<file path="config.mk">
export PLATFORM = sky130hd
export DESIGN_NAME = reg_op_sequencer
export DESIGN_NICKNAME = d
export VERILOG_FILES = /design/src/rtl/regop_pkg.sv /design/src/rtl/regop_expect.sv /design/src/rtl/reg_op_sequencer.sv
export SDC_FILE = /design/constraint.sdc
export NUM_CORES = 1
export LEC_CHECK = 0
export CORE_ASPECT_RATIO = 0.8
export CORE_MARGIN = 2
export CORE_UTILIZATION = 48
export DETAILED_ROUTE_END_ITERATION = 8
export PLACE_DENSITY = 0.92
export SYNTH_ARGS = -nofsm -noshare
export SYNTH_HDL_FRONTEND = slang
export SYNTH_SLANG_ARGS = --single-unit
</file>
<file path="constraint.sdc">
create_clock -name Clock -period 3.9 [get_ports Clock]
set_input_delay 0.78 -clock Clock [delete_from_list [all_inputs] [get_ports Clock]]
set_output_delay 0.78 -clock Clock [all_outputs]
set_load 0.02 [all_outputs]
</file>
<file path="src/rtl/regop_pkg.sv">
// Shared encodings for the register-operation sequencer: bank FunSel codes and FSM states.
package regop_pkg;

   localparam logic [1:0] FS_DEC  = 2'b00;
   localparam logic [1:0] FS_INC  = 2'b01;
   localparam logic [1:0] FS_LOAD = 2'b10;
   localparam logic [1:0] FS_CLR  = 2'b11;

   typedef logic [1:0] state_t;

   localparam state_t IDLE  = 2'd0;
   localparam state_t SNAP  = 2'd1;
   localparam state_t ISSUE = 2'd2;
   localparam state_t CHECK = 2'd3;

endpackage

</file>
<file path="src/rtl/regop_expect.sv">
// Combinational model of what the target register should hold after count+1 issue edges.
module regop_expect
   import regop_pkg::*;
#(
   parameter int unsigned WIDTH = 16
) (
   input  logic [1:0]       funsel,
   input  logic [WIDTH-1:0] base,
   input  logic [WIDTH-1:0] data,
   input  logic [3:0]       count,
   output logic [WIDTH-1:0] expected_c
);

   logic [WIDTH-1:0] step;

   // Number of issue edges; arithmetic wraps modulo 2^WIDTH.
   assign step = WIDTH'(count) + WIDTH'(1);

   always_comb begin
      expected_c = '0;
      case (funsel)
         FS_DEC:  expected_c = base - step;
         FS_INC:  expected_c = base + step;
         FS_LOAD: expected_c = data;
         default: expected_c = '0;
      endcase
   end

endmodule

</file>
<file path="src/rtl/reg_op_sequencer.sv">
// Issues one register-bank micro-op for count+1 cycles, then reads back and checks the result.
module reg_op_sequencer
   import regop_pkg::*;
#(
   parameter int unsigned WIDTH = 16,
   parameter int unsigned NREG  = 4
) (
   input  logic                    Clock,
   input  logic                    rst,
   input  logic                    cmd_valid,
   output logic                    cmd_ready,
   input  logic [$clog2(NREG)-1:0] cmd_sel,
   input  logic [1:0]              cmd_funsel,
   input  logic [WIDTH-1:0]        cmd_data,
   input  logic [3:0]              cmd_count,
   output logic [NREG-1:0]         reg_E,
   output logic [1:0]              reg_FunSel,
   output logic [WIDTH-1:0]        reg_I,
   input  logic [NREG*WIDTH-1:0]   reg_Q,
   output logic                    done,
   output logic                    mismatch,
   output logic [WIDTH-1:0]        result
);

   localparam int unsigned SELW = $clog2(NREG);

   state_t           state_q, state_d;
   logic [SELW-1:0]  sel_q, sel_d;
   logic [3:0]       count_q, count_d;
   logic [3:0]       cnt_q, cnt_d;
   logic [WIDTH-1:0] base_q, base_d;
   logic [1:0]       funsel_d;
   logic [WIDTH-1:0] data_d;
   logic [NREG-1:0]  en_d;
   logic             ready_d, done_d, mismatch_d;
   logic [WIDTH-1:0] result_d;
   logic [WIDTH-1:0] q_sel;
   logic [WIDTH-1:0] expected_c;

   assign q_sel = reg_Q[32'(sel_q) * WIDTH +: WIDTH];

   regop_expect #(.WIDTH(WIDTH)) u_expect (
      .funsel     (reg_FunSel),
      .base       (base_q),
      .data       (reg_I),
      .count      (count_q),
      .expected_c (expected_c)
   );

   // Next-state and registered-output logic.
   always_comb begin
      state_d    = state_q;
      sel_d      = sel_q;
      count_d    = count_q;
      cnt_d      = cnt_q;
      base_d     = base_q;
      funsel_d   = reg_FunSel;
      data_d     = reg_I;
      done_d     = 1'b0;
      mismatch_d = mismatch;
      result_d   = result;
      case (state_q)
         IDLE: begin
            if (cmd_valid && cmd_ready) begin
               sel_d    = cmd_sel;
               funsel_d = cmd_funsel;
               data_d   = cmd_data;
               count_d  = cmd_count;
               cnt_d    = cmd_count;
               state_d  = SNAP;
            end
         end
         SNAP: begin
            base_d  = q_sel;
            state_d = ISSUE;
         end
         ISSUE: begin
            if (cnt_q == 4'd0) state_d = CHECK;
            else               cnt_d   = cnt_q - 4'd1;
         end
         CHECK: begin
            result_d   = q_sel;
            mismatch_d = (q_sel != expected_c);
            done_d     = 1'b1;
            state_d    = IDLE;
         end
         default: state_d = IDLE;
      endcase
      ready_d = (state_d == IDLE);
      en_d    = (state_d == ISSUE) ? (NREG'(1) << sel_d) : '0;
   end

   // Reset drops reg_E immediately and discards any command in flight.
   always_ff @(posedge Clock or negedge rst) begin
      if (!rst) begin
         state_q    <= IDLE;
         sel_q      <= '0;
         count_q    <= '0;
         cnt_q      <= '0;
         base_q     <= '0;
         reg_FunSel <= 2'b00;
         reg_I      <= '0;
         reg_E      <= '0;
         cmd_ready  <= 1'b0;
         done       <= 1'b0;
         mismatch   <= 1'b0;
         result     <= '0;
      end else begin
         state_q    <= state_d;
         sel_q      <= sel_d;
         count_q    <= count_d;
         cnt_q      <= cnt_d;
         base_q     <= base_d;
         reg_FunSel <= funsel_d;
         reg_I      <= data_d;
         reg_E      <= en_d;
         cmd_ready  <= ready_d;
         done       <= done_d;
         mismatch   <= mismatch_d;
         result     <= result_d;
      end
   end

endmodule

</file>
# == After elaboration in Yosys (flattened, before gate mapping) ==
# Index checks and enable logic that the tools add are counted.
# totals
register_bits,69
latch_bits,0
mem_bits_rw,0
mem_bits_ro,0
inputBits,91
output_inout_bits,41
wordCells,46
n_memories,0
# op_classes
n_addsub,4
mul,0
div_mod_pow,0
magnitude_cmp,0
eq_ne,9
shift,2
mux,11
n_bitwise,0
reduce_logical,8
# op_table
operator,count
indexed part select 64 x 7 -> 16 bit,1
one-hot mux 16 bit (3 select lines),1
adder 16 bit,1
!= test 16 bit,1
subtractor 16 bit,1
2-to-1 mux 4 bit,3
"== test 2 bit, second input constant",4
2-to-1 mux 2 bit,4
one-hot mux 2 bit (4 select lines),1
one-hot mux 4 bit (2 select lines),1
logical NOT 2 bit,3
"adder 4 x 1 -> 5 bit, second input constant",1
"== test 2 x 1 -> 1 bit, second input constant",2
logical NOT 4 bit,1
"!= test 2 bit, second input constant",2
"<< shifter 1 x 2 -> 4 bit, first input constant",1
"subtractor 4 x 1 -> 4 bit, second input constant",1
AND reduction 3 bit,1
AND reduction 2 bit,1
nonzero test 2 bit,1
logical AND 1 bit,1
2-to-1 mux 1 bit,1

# == Depth between registers and ports, before layout ==
# Gate-level depths: netlist (run 1).
# depth
word_depth,5
ltp_mapped,17
depth_no_buf,16

# == By module ==
# Synthesis (run 1) repeated with hierarchy kept, for this count alone.
# unflattened
hier_cells,400
area_unflattened_um2,4453.0
# modules_own_cells
module,n_inst,cells_each,area_each_um2,seq_area_each_um2
reg_op_sequencer,1,227,3298.2,1726.7
regop_expect,1,173,1154.9,0.0

# == Least setup slack after synthesis (run 1) ==
# OpenSTA, ideal clock, no wires.
# synth_timing
path_type,register -> register
from,register count_q[1]
to,register mismatch
setup_ns,0.130
arrival_time_ns,3.459
t_required_ns,3.770
path_slack_ns,0.312
stages_incl_launch_ff,16
path_buffers,1
synth_period_minus_slack_ns,3.588
path_cell_list,dfrtp_1 ha_1 clkbuf_1 nand3b_1 o21ai_0 a31oi_1 ha_1 or3_1 a21oi_1 a21oi_1 a2111o_1 a41oi_1 nor2b_1 a2111oi_0 a31o_2 a31oi_1
# synth_between
elab_chain_len,4
word_cells_on_any_way,5
cone_classes,3 x add/sub; 1 x eq/ne; 1 x mux
# synth_rtl
element,line_no,text
"start, declared",reg_op_sequencer.sv:29,"logic [3:0] count_q, count_d;"
"start signal, assigned",reg_op_sequencer.sv:111,count_q <= count_d;
adder 4 x 1 -> 5 bit *,regop_expect.sv:17,assign step = WIDTH'(count) + WIDTH'(1);
adder 16 bit or subtractor 16 bit (tied branches),"regop_expect.sv:23, regop_expect.sv:22",
one-hot mux 16 bit (3 select lines) *,regop_expect.sv:21,case (funsel)
!= test 16 bit *,reg_op_sequencer.sv:83,mismatch_d = (q_sel != expected_c);
"end signal, assigned",reg_op_sequencer.sv:119,mismatch <= mismatch_d;
"end, declared",reg_op_sequencer.sv:21,"output logic mismatch,"
# Mark *: on every way between the ends. The rest lies on a longest branch, timed or not.
# A chain may end at the register's enable or synchronous reset.

# == Final worst setup path (run 1) ==
# layout_timing
from,register count_q[0]
to,register mismatch
# The elaborated chain is that of the path after synthesis.

==> results of run 1 <==
[state kept, by name (all words and copies together), names as in the netlist, 2 cells and up]
name	flops
reg_FunSel	2
count_q	4
reg_I	16
reg_E	4
result	16
base_q	16
sel_q	2
state_q	2
cnt_q	4
[kinds of logic after synthesis]
kind of cell	Yosys count	synth area share [%]
compound gates	84	12.7
xor+xnor	34	6.62
buf+inv	41	3.84
flops	69	38.4
mux	71	21.9
simple gates	88	10.1
fa+ha+maj	23	6.51
[layout make-up]
type	instances	area, sq um	share of cell area [%]
tap	115	144	2.24
timing repair buffer	155	1490	23.2
inverter	18	67.6	1.05
clock inverter	6	92.6	1.44
clock buffer	10	239	3.72
sequential	69	1730	26.9
multi-input combinational	300	2670	41.5
[power by group through the flow]
| stage | clock, uW | combinational [uW] | sequential (uW) |
|---|---|---|---|
| CTS | 920 | 4470 | 1440 |
| global placement | 0 | 4320 | 1400 |
| floorplan | 0 | 2950 | 1530 |
| global route | 945 | 5220 | 1490 |
| detailed placement | 0 | 4420 | 1430 |
| finish | 914 | 4890 | 1450 |
[worst paths after layout]
path / startpoint / slack (ns) / end / depth (start not counted)
setup / recovery: count_q[0] / 0.11 / mismatch / 19
hold reg to reg: result[2] / 0.50 / result[2] / 1
setup reg to reg: count_q[0] / 0.11 / mismatch / 19
max in group asynchronous: rst / 2.47 / result[11] / 2
min in group asynchronous: rst / 0.60 / base_q[8] / 1
hold / removal: result[2] / 0.50 / result[2] / 1
[timing repair]
action	in CTS	in global routing
buffers inserted	0	9
resized for setup	0	19
setup endpoints to repair	0	1
[metal layers]
layer	routed length [um]	global-route usage [%]	vias up
li1	-	-	1813
met1	5690	36.6	1966
met2	6670	44.5	224
met3	1220	6.04	27
met4	223	6.20	0
met5	0	0	-
[through the flow]
step	setup slack [ns]	power (uW)	instances	TNS, ns	utilization [%]
after global placement	0.183	5720	648	0	65.6
after CTS	0.106	6820	664	0	69.3
final	0.111	7250	673	0	70.8
after floorplan	0.312	4480	410	0	-
after global routing	-0.135	7660	673	-0.135	70.8
after detailed placement	0.114	5850	648	0	65.6
[cell usage after synthesis, types with 3 or more instances]
library cell	number
nor2b_1	7
nor2_1	22
o211ai_1	6
mux4_2	14
o31ai_1	3
clkbuf_1	17
xor2_1	11
o21ai_0	17
nand2b_1	5
nand2_1	19
o32ai_1	3
dfrtp_1	69
nor4_1	5
ha_1	21
a21oi_1	17
a31oi_1	9
a211oi_1	3
nand3_1	6
mux2i_1	3
or3_1	4
nor3_1	5
inv_1	18
xnor2_1	23
mux2_2	52
[worst reg2reg max path: cells and delay by family, from the launching register on]
kind,cells,cell delay (ns)
xor gates and xnor gates,2,0.30
DFF,1,0.40
AOI/OAI and AO/OA,8,1.23
adders and majority gates,2,0.60
and+or+nand+nor,3,0.57
buffers and inverters,4,0.55
==> run metrics, run 1 <==
status=complete, no violations; Rel. slew slack=33.3%; number of I/O port buffers=131; TritonRoute pass-1 iters=6; CP Class=flop to flop; Antenna Cells=0; Data required, critical path=4.10 ns; fill cell count=626; synth warn=0; post-layout minimum cycle time=3.79 ns; Final setup violation count=0; share of the synthesized area in the top cell type=38.4%; starting density of the core=49.6%; Setup crit end kind=flop; design area=0.00643 sq mm; Final GP Congestion=0.916; clk sinks=69; die extent in x=112 um; WL/cell=20.5 um; CTS Hold Buffers Added=0; vias in the first global route=4,119; core footprint=0.00908 sq mm; clock share of power=12.6%; crit-path max FO=3; DP Area=0.00596 sq mm; Synth area leaders=dfrtp_1 38%, mux2_2 13%, mux4_2 7.0%, ha_1 5.8%, xnor2_1 4.5%; EDFF count, synth=0; Mapped Area=0.00450 sq mm; P_sw=3240 uW; Switching Share=44.7%; Layout Skew=0.00511 ns; Final HPWL DP=10.3 mm; Gate power share=67.4%; Routed Antenna Nets=0; most frequent cells in the layout=130 x clkdlybuf4s50_1, 68 x dfrtp_1, 52 x mux2_2; Pint=4010 uW; period utilization=97.2%; CP startpoint kind=flop; measured slew at the worst slew-check pin=1.00 ns; nets@finish=666; part of the power in registers=20.0%; Hold WC Path Type=flop to flop; most common cell after layout, fill and taps aside=clkdlybuf4s50_1; I/O pin cnt=132; part of the Yosys area used for sequential elements=38.4%; gr usage total=27.0%; CP Cell Sequence=buf_4 -> ha_4 -> inv_2 -> a21oi_2 -> o32ai_1 -> a22oi_1 -> xnor2_1 -> ha_1 -> buf_4 -> o21a_1 -> o31ai_2 -> buf_4 -> a21boi_0 -> or3_1 -> a32oi_1 -> xor2_1 -> nand2_1 -> nor4_2 -> a31oi_1; area delta synth->final=42.9%; slowest CP cell=dfrtp_1; die area=0.0102 sq mm; Syn Area/Cell=11.0 sq um; largest net degree at the start of global routing=45; CTS Root Buffer Type=clkbuf_16; Reg clk slew, reported paths=0.06 ns; Leakage=0.00257 uW; share of cells above drive strength 1=22.8%; Async SR Flop Fraction=100%; PD cells=1130 mW/mm^2; MaxCap Viol Count=0; Vias per Instance=5.99; CTS tree=built; Yosys cell types=60; drt drc=0; Syn Nets=523; maximum VDD drop=0.000523 V; FMAX=264 MHz; die height=90.6 um; Seq cells post-synth=69; WP buf/inv=4; top cell type by total area after synthesis=dfrtp_1; crit-path most repeated cell=buf_4; Clock Latency Late Sink=0.34 ns; CP arrival=3.99 ns; antenna violations before repair=0; first-pass GRT wire length=21.5 mm; H-tree levels=3; detailed-route via count=4,030; Synth Flop Type=dfrtp_1; Cells after Synth=410; DRT iter0 DRCs=251; cell family with most CP delay=compound AO/OA/AOI/OAI gates; Final Hold Vio Count=0; max incr delay on CP=0.40 ns; WL final=13.8 mm; Slew Viols, Final=0; Fin Hold WS=0.504 ns; Overflow after GRT=0; Num CTS Buffers=9; row cnt=31; clock tree buffer depth=2
Note: power is estimated with default switching activity, not from simulation.
==> inputs of run 2 (changes only) <==
- CELL_PAD_IN_SITES_DETAIL_PLACEMENT: unset -> 0
- CELL_PAD_IN_SITES_GLOBAL_PLACEMENT: unset -> 2
- CORE_UTILIZATION: 48 -> 32
- PLACE_DENSITY: 0.92 -> 0.95
- clock period: 3.9 -> 4.5 ns (I/O delays scaled with it)
==> run 2 against run 1 <==
  * Clock skew barely moved
  * Utilization fell by 25 points
  * Wire length fell by 9.5%
  * Setup slack improved by 0.35 ns
==> run metrics, run 2 (same netlist as run 1, synthesis figures left out) <==
status=complete, no violations; crit-path max FO=9; TritonRoute pass-1 iters=5; CP arrival=4.23 ns; RSZ-0062 raised after global routing=no; FMAX=248 MHz; Worst Hold Launch=result[14]; Vias per Instance=5.21; WL final=12.5 mm; antenna violations before repair=0; nets@finish=649; gr usage total=17.3%; CTS Hold Buffers Added=0; slowest CP cell=dfrtp_1; I/O pin cnt=132; CP startpoint kind=flop; MaxCap Viol Count=0; first-pass GRT wire length=19.9 mm; post-layout minimum cycle time=4.03 ns; reg-to-reg setup timing slack=0.47 ns; die extent in x=137 um; maximum VDD drop=0.000321 V; Layout Skew=0.00532 ns; clock tree buffer depth=2; Final Hold Vio Count=0; Setup crit end kind=flop; most frequent cells in the layout=130 x clkdlybuf4s50_1, 69 x dfrtp_1, 52 x mux2_2; Reg clk slew, reported paths=0.05 ns; CTS tree=built; Routed Antenna Nets=0; period utilization=89.7%; placed insts=705; Leakage=0.00247 uW; most common cell after layout, fill and taps aside=clkdlybuf4s50_1; cell family with most CP delay=compound AO/OA/AOI/OAI gates; post_cts resized=0; WP buf/inv=0; Final setup violation count=0; die height=110 um; area delta synth->final=39.8%; Overflow after GRT=0; clk sinks=69; share of cells above drive strength 1=17.6%; fill cell count=1,245; Slew Viols, Final=0; Finished Layout Cells=720; largest net degree at the start of global routing=37; row cnt=38; Critical Path Start=count_q[0]; vias in the first global route=3,772; Post-CTS Setup Bufs=0; detailed-route via count=3,752; Hold WC Path Type=flop to flop; CP Cell Sequence=ha_1 -> nand3b_1 -> o21ai_0 -> a31oi_1 -> ha_1 -> or3_1 -> a21oi_1 -> a21oi_1 -> a2111o_1 -> a41oi_1 -> nor2b_1 -> a2111oi_0 -> a31o_2 -> a31oi_1; Num CTS Buffers=9; CP Class=flop to flop; Final HPWL DP=9.99 mm; drt drc=0; Antenna Cells=0; die area=0.0150 sq mm; Worst R2R Start=count_q[0]; max incr delay on CP=0.47 ns; core footprint=0.0136 sq mm; setup tns final=0 ns; Data required, critical path=4.70 ns; starting density of the core=33.0%; PD cells=917 mW/mm^2; Final GP Congestion=0.918; WL/cell=17.4 um; CTS Root Buffer Type=clkbuf_16; measured slew at the worst slew-check pin=0.842 ns; DRT iter0 DRCs=199; Clock Latency Late Sink=0.33 ns; biggest regs=base_q: 16 flops, reg_I: 16 flops, result: 16 flops; number of I/O port buffers=131; Rel. slew slack=43.9%; H-tree levels=3
-- run 2: cell types whose count changed in the layout (fill, tap and decap cells not counted), sizes merged --
cell | before | now
clkinv | 0 | 2
clkbuf | 10 | 9
buf | 25 | 8
inv | 20 | 18
-- run 2: worst register-to-register path: stages (launching register included) --
cell and delay (ns):
dfrtp_1 0.47, ha_1 0.33, nand3b_1 0.11, o21ai_0 0.12, a31oi_1 0.47, ha_1 0.37, or3_1 0.32, a21oi_1 0.21
a21oi_1 0.12, a2111o_1 0.46, a41oi_1 0.27, nor2b_1 0.07, a2111oi_0 0.34, a31o_2 0.20, a31oi_1 0.06
-- run 2: area by class of cell --
cell class | instances | area (sq um) | area share, %
timing repair buffer | 138 | 1360 | 21.6
multi-input combinational | 300 | 2600 | 41.3
inverter | 18 | 67.6 | 1.07
sequential | 69 | 1730 | 27.4
clock buffer | 9 | 225 | 3.58
tap | 180 | 225 | 3.58
clock inverter | 6 | 88.8 | 1.41
-- run 2: metal layers --
| layer | vias to the layer above | global-route usage (%) | share of wire, % |
|---|---|---|---|
| met5 | - | 0 | 0 |
| met4 | 0 | 4.69 | 1.2 |
| met3 | 8 | 3.80 | 6.8 |
| met2 | 137 | 27.6 | 47 |
| met1 | 1821 | 23.7 | 45 |
| li1 | 1786 | - | - |
-- run 2: where the power goes --
group / switching (uW) / internal (uW) / leakage, uW
registers: 320 / 931 / 0.000821
clock network: 261 / 481 / 0.000147
logic: 1960 / 1810 / 0.00150
total: 2550 / 3220 / 0.00247
-- run 2: final timing paths --
kind                              endpoint  cells past startpoint
max in group asynchronous       count_q[0]                      2
worst min-delay path            result[14]                      1
worst max-delay path              mismatch                     14
worst min register to register  result[14]                      1
min in group asynchronous       result[11]                      1
worst max register to register    mismatch                     14
-- run 2: metrics by stage --
stage                     hold slack [ns]  utilization (%)  area [sq um]  setup WS [ns]  power, uW
after floorplan                     0.473                -          4500          0.912       3880
after CTS                           0.513             46.1          6290          0.494       5780
after detailed placement            0.501             43.8          5980          0.507       5010
after global placement              0.490             43.8          5980          0.629       4980
after global routing                0.534             46.1          6290          0.184       6220
final                               0.510             46.1          6290          0.465       5770
